### src/rtl/uart_pkg.sv
// Shared encodings for the UART memory-access engine: FSM states, command codes
// and byte width.
package uart_pkg;

  localparam int DATA_W = 8;

  localparam logic [7:0] CMD_DO_MEM_WRITE = 8'd11;
  localparam logic [7:0] CMD_DO_MEM_READ  = 8'd12;

  typedef enum logic [2:0] {
    ST_IDLE   = 3'd0,
    ST_WR_RX  = 3'd1,
    ST_WR_MEM = 3'd2,
    ST_RD_MEM = 3'd3,
    ST_RD_TXS = 3'd4,
    ST_RD_TXW = 3'd5,
    ST_DONE   = 3'd6
  } state_e;

endpackage

### src/rtl/uart_mem_access_engine.sv
// Executes UART memory write/read bursts: one byte per count on a req/gnt port,
// write bytes sourced from uart_rx, read bytes forwarded to uart_tx.
//
// state     | meaning
// ----------+--------------------------------------------------------------
// ST_IDLE   | waiting for start_wr / start_rd
// ST_WR_RX  | waiting for the next rx byte
// ST_WR_MEM | writing the captured byte at addr_q
// ST_RD_MEM | reading the byte at addr_q
// ST_RD_TXS | requesting the transmitter until it reports busy
// ST_RD_TXW | waiting for the transmitter to finish the byte
// ST_DONE   | one-cycle completion pulse
module uart_mem_access_engine
  import uart_pkg::*;
#(
  parameter int ADDR_W  = 32,
  parameter int COUNT_W = 7
) (
  input  logic              clk,
  input  logic              reset,
  input  logic              start_wr,
  input  logic              start_rd,
  input  logic [ADDR_W-1:0] cfg_addr,
  input  logic [COUNT_W-1:0] cfg_count,
  input  logic              abort,
  output logic              busy,
  output logic              done,
  output logic              overrun,
  output logic [ADDR_W-1:0] next_addr,
  input  logic              rx_valid,
  input  logic [7:0]        rx_data,
  input  logic              tx_busy,
  output logic              tx_enable,
  output logic [7:0]        tx_data,
  output logic              mem_req,
  output logic              mem_wen,
  output logic [ADDR_W-1:0] mem_addr,
  output logic [7:0]        mem_wdata,
  input  logic              mem_gnt,
  input  logic [7:0]        mem_rdata
);

  state_e              state_q, state_d;
  logic [ADDR_W-1:0]   addr_q;
  logic [COUNT_W-1:0]  remaining_q;
  logic [DATA_W-1:0]   data_q;
  logic                overrun_q;

  logic accept_start;
  logic step;
  logic load_rx;
  logic load_rd;
  logic last;

  always_comb begin
    state_d      = state_q;
    accept_start = 1'b0;
    step         = 1'b0;
    load_rx      = 1'b0;
    load_rd      = 1'b0;
    busy         = (state_q != ST_IDLE);
    done         = 1'b0;
    mem_req      = 1'b0;
    mem_wen      = 1'b0;
    tx_enable    = 1'b0;
    last         = (remaining_q == COUNT_W'(1));

    case (state_q)
      ST_IDLE: begin
        if (start_wr || start_rd) begin
          accept_start = 1'b1;
          if (cfg_count == '0)
            state_d = ST_DONE;
          else if (start_wr)
            state_d = ST_WR_RX;
          else
            state_d = ST_RD_MEM;
        end
      end
      ST_WR_RX: begin
        if (rx_valid) begin
          load_rx = 1'b1;
          state_d = ST_WR_MEM;
        end
      end
      ST_WR_MEM: begin
        mem_req = 1'b1;
        mem_wen = 1'b1;
        if (mem_gnt) begin
          step    = 1'b1;
          state_d = last ? ST_DONE : ST_WR_RX;
        end
      end
      ST_RD_MEM: begin
        mem_req = 1'b1;
        if (mem_gnt) begin
          load_rd = 1'b1;
          state_d = ST_RD_TXS;
        end
      end
      ST_RD_TXS: begin
        tx_enable = 1'b1;
        if (tx_busy)
          state_d = ST_RD_TXW;
      end
      ST_RD_TXW: begin
        if (!tx_busy) begin
          step    = 1'b1;
          state_d = last ? ST_DONE : ST_RD_MEM;
        end
      end
      ST_DONE: begin
        done    = 1'b1;
        state_d = ST_IDLE;
      end
      default: state_d = ST_IDLE;
    endcase

    // Abort withdraws requests combinationally so the bus sees no further access.
    if (abort && (state_q != ST_IDLE)) begin
      state_d   = ST_IDLE;
      step      = 1'b0;
      load_rx   = 1'b0;
      load_rd   = 1'b0;
      mem_req   = 1'b0;
      mem_wen   = 1'b0;
      tx_enable = 1'b0;
      done      = 1'b0;
    end
  end

  always_ff @(posedge clk or posedge reset) begin
    if (reset) begin
      state_q     <= ST_IDLE;
      addr_q      <= '0;
      remaining_q <= '0;
      data_q      <= '0;
      overrun_q   <= 1'b0;
    end else begin
      state_q <= state_d;

      if (accept_start) begin
        addr_q      <= cfg_addr;
        remaining_q <= cfg_count;
      end else if (step) begin
        addr_q      <= addr_q + ADDR_W'(1);
        remaining_q <= remaining_q - COUNT_W'(1);
      end

      if (load_rx)
        data_q <= rx_data;
      else if (load_rd)
        data_q <= mem_rdata;

      // A byte arriving while the write is still pending is dropped, not queued.
      if (accept_start)
        overrun_q <= 1'b0;
      else if ((state_q == ST_WR_MEM) && rx_valid)
        overrun_q <= 1'b1;
    end
  end

  assign overrun   = overrun_q;
  assign next_addr = addr_q;
  assign mem_addr  = addr_q;
  assign mem_wdata = data_q;
  assign tx_data   = data_q;

endmodule

### config.mk
export PLATFORM = sky130hd
export DESIGN_NAME = uart_mem_access_engine
export DESIGN_NICKNAME = d
export VERILOG_FILES = /design/src/rtl/uart_pkg.sv /design/src/rtl/uart_mem_access_engine.sv
export SDC_FILE = /design/constraint.sdc
export NUM_CORES = 1
export LEC_CHECK = 0
export BUFFER_PORTS_ARGS = -buffer_cell sky130_fd_sc_hd__buf_2
export CORE_MARGIN = 2
export CORE_UTILIZATION = 43
export CTS_CLUSTER_SIZE = 24
export DETAILED_ROUTE_END_ITERATION = 8
export PLACE_DENSITY = 0.74
export SLEW_MARGIN = 20
export SYNTH_ARGS = -nofsm -noshare
export SYNTH_HDL_FRONTEND = slang
export SYNTH_SLANG_ARGS = --single-unit
### constraint.sdc
create_clock -name clk -period 2.04 [get_ports clk]
set_clock_uncertainty 0.1 [all_clocks]
set_input_delay 0.204 -clock clk [delete_from_list [all_inputs] [get_ports clk]]
set_output_delay 0.204 -clock clk [all_outputs]
set_load 0.02 [all_outputs]
==> impl_metrics.yaml, run 1 <==
outcome:
  status: "finished, final reports clean"
pwr:
  vdd_drop_max_v: 0.000832
  finalPower_mw: 6.67
  p_leak_nw: 2.06
  power.density_nw_per_um2: 1540
worst_setup_path:
  crit_arrival_ns: 1.67
  path_cells: "buf_6, or3b_2, nor2_1, buf_2"
  ff2ff_path_depth: 6
  cp_max_fo: 5
  cp-start-kind: "flop"
  end_kind: "primary output"
  required_ns: 1.74
  crit_family: "simple AND/OR/NAND/NOR gates"
  worstReg2RegEnd: "mem_addr[31]"
  r2r-start: "state_q[2]"
  cp_num_buf_inv: 2
  slowest_stage: "or3b_2"
  crit_path_max_incr_delay_ns: 0.52
  crit_type: "reg -> out"
  reg2reg_slack_ns: 0.09
sta:
  max_clock_freq_ghz: 0.508
  hold_viol_final: 0
  worst_pin_slew_ns: 0.561
  setup_viol: 0
  rsz0062_at_grt: "yes"
  setup_ws_ns: 0.0702
  slew_viol_final: 0
  max_slew_margin_pct: 62.6
  period_needed_ns: 1.97
  finalCritPeriodShare_pct: 96.6
clock_network:
  cts_tree: "built"
  clk_pin_slew_ns: 0.10
  clock_sinks: 51
  cts_buffers: 5
  ctsHtreeMaxLevel: 2
  root_buffer: "clkbuf_8"
  clk_latency_ns: 0.30
  clockBufferDepth: 2
synthesis:
  ys.flop_type: "dfrtp_1"
  syn_area_um2: 3290
  syn-num-nets: 449
  synth_seq_cells: 51
  synth_edf_count: 0
  synth_cell_types: 49
  synth-seq-area-share_pct: 38.8
  synthCells: 383
  avgSynthCellArea_um2: 8.60
  yosys_warnings: 0
  synthArstFlopShare_pct: 100
floorplanning:
  rows: 31
  die_area_um2: 8370
  chipHeight_um: 91.5
  die_x_um: 91.5
  initial_core_util_pct: 44.9
  io_pins: 149
  core_area_um2: 7330
layout:
  fin_util_pct: 58.9
  mostFrequentLayoutCells: "buf_2 (147), nand2_1 (61), dfrtp_1 (48), buf_4 (30), o21ai_0 (23)"
  fin_nets: 588
  final_cells: 622
  drive_gt1_share_pct: 40.7
  diodes: 0
  nFillCells: 674
  area_delta_synth_final_pct: 31.2
  final_common_cell: "buf_2"
detailed_routing:
  routed_via_density: 5.27
  wl_um: 9130
  ant_nets: 0
  vias: 3275
  drt-initial-drc-count: 213
  dr.pass1.iters: 5
  wl_per_cell_um: 14.7
  drcViolationCount: 0
place:
  post-place-ws_ns: -0.0307
  dp_hpwl_um: 6850
  placedCellCount: 602
  place.port_buffers: 148
  place.gp.congestion: 0.986
grt:
  grt_pass1_vias: 2900
  grt_max_degree: 34
  overflow: 0
  antenna_found_initial: 0
  grt_pass1_wl_um: 14000
  grt_usage_pct: 20.6
hold_path:
  hold_depth: 3
  hold_path_end: "mem_addr[21]"
  holdCritStartpoint: "cfg_addr[21]"
  min_path_type: "in -> reg"
flow_run:
  cap_violations: 0
[area by class of cell]
cell class                 instances  area, µm²  area share (%)
tap                               99        124            2.87
multi-input combinational        264       1670            38.6
clock buffer                       6       72.6            1.68
clock inverter                     2       12.5           0.290
sequential                        51       1280            29.6
timing repair buffer             190       1130            26.1
inverter                          10       37.5           0.869
[worst max-delay path by stage]
| stage | from | to | slack [ns] | cells past startpoint |
|---|---|---|---|---|
| finish | state_q[1] | tx_enable | 0.07 | 4 |
| global route | state_q[0] | mem_addr[12] | -0.02 | 7 |
| CTS | state_q[1] | mem_addr[31] | 0.01 | 6 |
| detailed placement | state_q[1] | mem_addr[31] | -0.03 | 6 |
| global placement | state_q[1] | mem_addr[31] | 0.02 | 6 |
| floorplan | state_q[2] | mem_wdata[0] | 0.07 | 8 |
[synthesized netlist by cell type (9+ instances only)]
cell type	instances	area, µm²
dfrtp_1	51	1280
xor2_1	17	149
nand4_1	13	81.3
o21ai_0	23	115
xnor2_1	15	131
nor2_1	19	71.3
nand3_1	15	75.1
buf_4	40	300
a21oi_1	11	55.1
nand2_1	61	229
and3_1	9	56.3
inv_1	10	37.5
nor3_1	13	65.1
[sequential cells by signal (all words and copies together), names as in the netlist]
name and flops:
remaining_q 7, mem_wdata 8, overrun 1, state_q 3, mem_addr 32
[where the power goes]
group	internal [mW]	switching [mW]
clock network	0.241	0.338
logic	1.61	2.47
registers	1.50	0.514
[per-layer routing]
metal	global-route usage (%)	up-vias	wire [µm]
li1	-	1588	-
met1	27.2	1540	3990
met2	35.9	135	4550
met3	2.74	12	485
met4	4.67	0	102
met5	0	-	0
[worst reg2reg max path: cells and delay by family, from the launching register on]
kind                   cells  cell delay [ns]
DFF                        1             0.46
and+or+nand+nor            4             1.05
AOI/OAI and AO/OA          1             0.13
buffers and inverters      1             0.16
[stage by stage]
step           area, µm²  TNS (ns)  hold slack (ns)
3_3_place_gp        4050         0            0.188
4_1_cts             4210         0        0.0000749
5_1_grt             4320   -0.0550           0.0105
3_5_place_dp        4050   -0.0307            0.195
2_1_floorplan       3290         0            0.209
6_report            4320         0          0.00768
[cells by family (layout without fill, tap and decap cells)]
group                      after synthesis  count (layout)  synth area share (%)
muxes                                    2               2                 0.608
xor gates and xnor gates                32              32                  8.51
buffers and inverters                   68             208                  12.6
DFF                                     51              51                  38.8
and+or+nand+nor                        158             158                  25.0
AOI/OAI and AO/OA                       69              69                  13.4
adders and majority gates                3               3                  1.14
[repair_timing]
item,CTS,global route
pin swaps,0,3
endpoints found under the setup margin,1,20
hold endpoints to repair,28,0
gates resized for setup,1,21
setup buffers,2,4
hold buffers,6,0
cloned,0,0
(Power assumes the default switching activity.)
==> run 2, diff against run 1 <==
--- a/config.mk
+++ b/config.mk
@@ -6,10 +6,12 @@
 export NUM_CORES = 1
 export LEC_CHECK = 0
 export BUFFER_PORTS_ARGS = -buffer_cell sky130_fd_sc_hd__buf_2
+export CAP_MARGIN = 10
 export CORE_MARGIN = 2
 export CORE_UTILIZATION = 43
 export CTS_CLUSTER_SIZE = 24
 export DETAILED_ROUTE_END_ITERATION = 8
+export MAX_ROUTING_LAYER = met4
 export PLACE_DENSITY = 0.74
 export SLEW_MARGIN = 20
 export SYNTH_ARGS = -nofsm -noshare
==> impl_metrics.yaml, run 2 (same netlist as run 1, synthesis figures left out) <==
pwr:
  p_leak_nw: 2.07
  vdd_drop_max_v: 0.000961
  power.density_nw_per_um2: 1550
  finalPower_mw: 6.71
layout:
  largest_reg_flops: 32
  area_delta_synth_final_pct: 32.0
  final_common_cell: "buf_2"
  drive_gt1_share_pct: 40.8
  final_area_um2: 4350
  mostFrequentLayoutCells: "buf_2 (147), nand2_1 (61), dfrtp_1 (48), buf_4 (32), o21ai_0 (23)"
  diodes: 0
  fin_nets: 589
floorplanning:
  initial_core_util_pct: 44.9
  io_pins: 149
  rows: 31
  die_area_um2: 8370
  die_x_um: 91.5
  core_area_um2: 7330
  chipHeight_um: 91.5
detailed_routing:
  routed_via_density: 5.24
  ant_nets: 0
  wl_um: 8960
  wl_per_cell_um: 14.4
  drt-initial-drc-count: 155
  drcViolationCount: 0
  dr.pass1.iters: 4
  vias: 3267
worst_setup_path:
  crit_top_cell: "buf_4"
  crit_arrival_ns: 1.70
  end_kind: "primary output"
  slowest_stage: "or3b_2"
  path_cells: "buf_4, or3b_2, nor2_2, buf_4"
  cp_max_fo: 7
  reg2reg_slack_ns: 0.09
  crit_type: "reg -> out"
  cp-start-kind: "flop"
  required_ns: 1.74
  crit_path_max_incr_delay_ns: 0.52
clock_network:
  clock_sinks: 51
  root_buffer: "clkbuf_8"
  cts_tree: "built"
  cts_buffers: 5
  clockBufferDepth: 2
  clk_latency_ns: 0.30
  clk_pin_slew_ns: 0.09
  ctsHtreeMaxLevel: 2
place:
  dp_hpwl_um: 6920
  post-place-ws_ns: -0.0536
  place.gp.congestion: 0.980
  place_area_um2: 4070
  place.port_buffers: 148
sta:
  fin_hold_ws_ns: 0.00691
  max_clock_freq_ghz: 0.500
  hold_viol_final: 0
  rsz0062_at_grt: "yes"
  finalCritPeriodShare_pct: 98.0
  setup_viol: 0
  setup_ws_ns: 0.0399
  slew_viol_final: 0
  period_needed_ns: 2.00
  worst_pin_slew_ns: 0.558
  tns_ns: 0
  max_slew_margin_pct: 62.7
grt:
  grt_usage_pct: 21.2
  grt_pass1_vias: 3039
  overflow: 0
  grt_pass1_wl_um: 14200
  antenna_found_initial: 0
  grt_max_degree: 29
flow_run:
  cap_violations: 0
outcome:
  status: "finished, final reports clean"
hold_path:
  min_path_type: "in -> reg"
==> run 2: cell type report <==
type	instances	area, µm²
clock buffers	7	76.3
flip-flops and latches	51	1280
fillers	668	2990
well taps	99	124
clock inverters	1	5.00
repair buffers	191	1150
inverters	10	37.5
multi-input cells	264	1670
==> run 2: path summary, 6_finish.rpt <==
kind                                      to    startpoint  cells past startpoint
min in group asynchronous       mem_addr[27]         reset                      3
worst max-delay path                 mem_wen    state_q[2]                      4
worst min-delay path             mem_addr[6]   cfg_addr[6]                      3
max in group asynchronous         state_q[2]         reset                      4
worst min register to register  mem_wdata[0]  mem_wdata[0]                      2
worst max register to register  mem_addr[19]    state_q[1]                      7
==> run 2: report_power, final <==
part           total, mW  internal, mW  switching [mW]
Combinational       4.13          1.66            2.46
Sequential          2.02          1.50           0.516
Clock              0.568         0.242           0.326
==> run 2: through the flow <==
step | instances | util [%]
finish | 623 | 59.3
global route | 623 | 59.3
CTS | 621 | 57.9
detailed placement | 603 | 55.5
global placement | 603 | 55.5
floorplan | 383 | -
==> run 2: what timing repair did <==
item / in CTS / in global routing
buffers inserted: 5 / 2
gates resized for setup: 2 / 17
hold buffers: 5 / 0
endpoints found under the setup margin: 1 / 38
hold endpoints to repair: 27 / 0
pin swaps: 1 / 5
==> run 2: critical path, delay by kind of cell, from the launching register on <==
family / cells / cell delay (ns)
AND/OR/NAND/NOR: 2 / 0.64
flip-flops: 1 / 0.45
buffers and inverters: 2 / 0.31
==> run 2: metal layers <==
metal	GRT usage (%)	vias to the layer above	wire length (µm)
met5	-	-	0
met4	5.68	0	114
met3	3.40	10	475
met2	36.2	105	4510
met1	26.2	1566	3860
li1	-	1586	-
==> run 3, diff against run 2 <==
--- a/config.mk
+++ b/config.mk
@@ -12,7 +12,7 @@
 export CTS_CLUSTER_SIZE = 24
 export DETAILED_ROUTE_END_ITERATION = 8
 export MAX_ROUTING_LAYER = met4
-export PLACE_DENSITY = 0.74
+export PLACE_DENSITY = 0.77
 export SLEW_MARGIN = 20
 export SYNTH_ARGS = -nofsm -noshare
 export SYNTH_HDL_FRONTEND = slang
==> impl_metrics.yaml, run 3 (same netlist as run 1, synthesis figures left out) <==
worst_setup_path:
  required_ns: 2.16
  worstReg2RegEnd: "mem_addr[27]"
  cp-start-kind: "flop"
  ff2ff_path_depth: 6
  crit_start: "state_q[0]"
  crit_arrival_ns: 2.08
  r2r-start: "state_q[0]"
  crit_path_max_incr_delay_ns: 0.45
  crit_type: "reg -> reg"
  slowest_stage: "dfrtp_1"
  cp_max_fo: 8
  crit_end: "mem_addr[27]"
  reg2reg_slack_ns: 0.08
  end_kind: "flop"
  path_cells: "and4bb_1, o2111ai_2, buf_4, nor4b_1, xnor2_1, o21ai_1"
place:
  placedCellCount: 604
  place.gp.congestion: 0.880
  post-place-ws_ns: 0.0574
  place_area_um2: 4050
  place.port_buffers: 148
  dp_hpwl_um: 7000
detailed_routing:
  wl_per_cell_um: 14.5
  drt-met1-wl_um: 3840
  wl_met2_um: 4440
  ant_nets: 0
  dr_wl_met3_um: 695
  wl_um: 9130
  routed_via_density: 5.27
  vias: 3317
  dr.pass1.iters: 7
  drcViolationCount: 0
  routed.top_layer: "met4"
  drt-initial-drc-count: 205
sta:
  tns_ns: 0
  hold_viol_final: 0
  fin_hold_ws_ns: 0.0116
  slew_viol_final: 0
  period_needed_ns: 1.96
  worst_pin_slew_ns: 0.468
  setup_viol: 0
  finalCritPeriodShare_pct: 96.0
  max_clock_freq_ghz: 0.511
  max_slew_margin_pct: 68.7
  rsz0062_at_grt: "no"
  setup_ws_ns: 0.0826
clock_network:
  clk_pin_slew_ns: 0.11
  clk_latency_ns: 0.32
  cts_tree: "built"
  ctsHtreeMaxLevel: 2
  clockBufferDepth: 2
  cts_buffers: 5
  root_buffer: "clkbuf_8"
  post_cts_buffers: 0
  clock_sinks: 51
grt:
  grt_pass1_wl_um: 14700
  grt_pass1_vias: 3077
  grt_usage_pct: 22.3
  grt_max_degree: 39
  antenna_found_initial: 0
  overflow: 0
floorplanning:
  initial_core_util_pct: 44.9
  die_x_um: 91.5
  chipHeight_um: 91.5
  die_area_um2: 8370
  io_pins: 149
  core_area_um2: 7330
  rows: 31
pwr:
  vdd_drop_max_v: 0.000778
  power.density_nw_per_um2: 1520
  p_leak_nw: 2.09
hold_path:
  min_path_type: "in -> reg"
  holdCritStartpoint: "cfg_addr[10]"
layout:
  final_common_cell: "buf_2"
  fin_nets: 595
  area_delta_synth_final_pct: 32.5
  final_area_um2: 4360
  mostFrequentLayoutCells: "buf_2 (147), nand2_1 (61), dfrtp_1 (50), buf_4 (30), o21ai_0 (23)"
  diodes: 0
  drive_gt1_share_pct: 38.1
  largest_reg_flops: 32
  final_cells: 629
flow_run:
  cap_violations: 0
outcome:
  status: "finished, final reports clean"
[run 3: cell count changes in the layout (fill, tap and decap cells not counted), sizes merged]
cell         change
buf              -6
clkbuf           -2
dlygate4sd3     +12
inv              +2
[run 3: final cells by class]
type	instances	area [µm²]
well taps	99	124
flip-flops and latches	51	1280
clock inverters	3	26.3
fillers	663	2970
repair buffers	197	1180
clock buffers	5	68.8
multi-input cells	264	1640
inverters	10	37.5
[run 3: worst min-delay path by stage]
stage	end	slack, ns	cells past startpoint
finish	mem_addr[10]	0.01	3
global route	mem_addr[15]	0.005	3
CTS	mem_wdata[4]	0.0009	3
detailed placement	mem_wdata[0]	0.08	2
global placement	mem_wdata[7]	0.08	2
floorplan	remaining_q[1]	0.21	2
[run 3: where the power goes]
group	switching, mW	internal [mW]
clock	0.376	0.253
combinational	2.38	1.54
sequential	0.561	1.50
total	3.32	3.29
[run 3: through the flow]
step,total power [mW],util (%)
global route,7.07,59.5
global placement,5.85,55.3
detailed placement,5.93,55.3
finish,6.61,59.5
CTS,6.61,58.9
floorplan,4.88,-
[run 3: timing repair]
| item | in CTS | in global routing |
|---|---|---|
| hold endpoints to repair | 29 | 0 |
| hold buffers | 17 | 0 |
| gates cloned | 0 | 0 |
| gates resized for setup | 1 | 7 |
| endpoints found under the setup margin | 1 | 5 |
[run 3: critical path: cells and delay by family (launching register included)]
kind            cells  cell delay [ns]
buf+inv             1             0.21
flops               1             0.45
compound gates      2             0.26
simple gates        2             0.69
xor+xnor            1             0.16
[run 3: per-layer routing]
metal | GRT usage, % | up-vias
li1 | - | 1604
met1 | 27.9 | 1547
met2 | 37.5 | 154
met3 | 3.73 | 12
met4 | 5.81 | 0
met5 | - | -
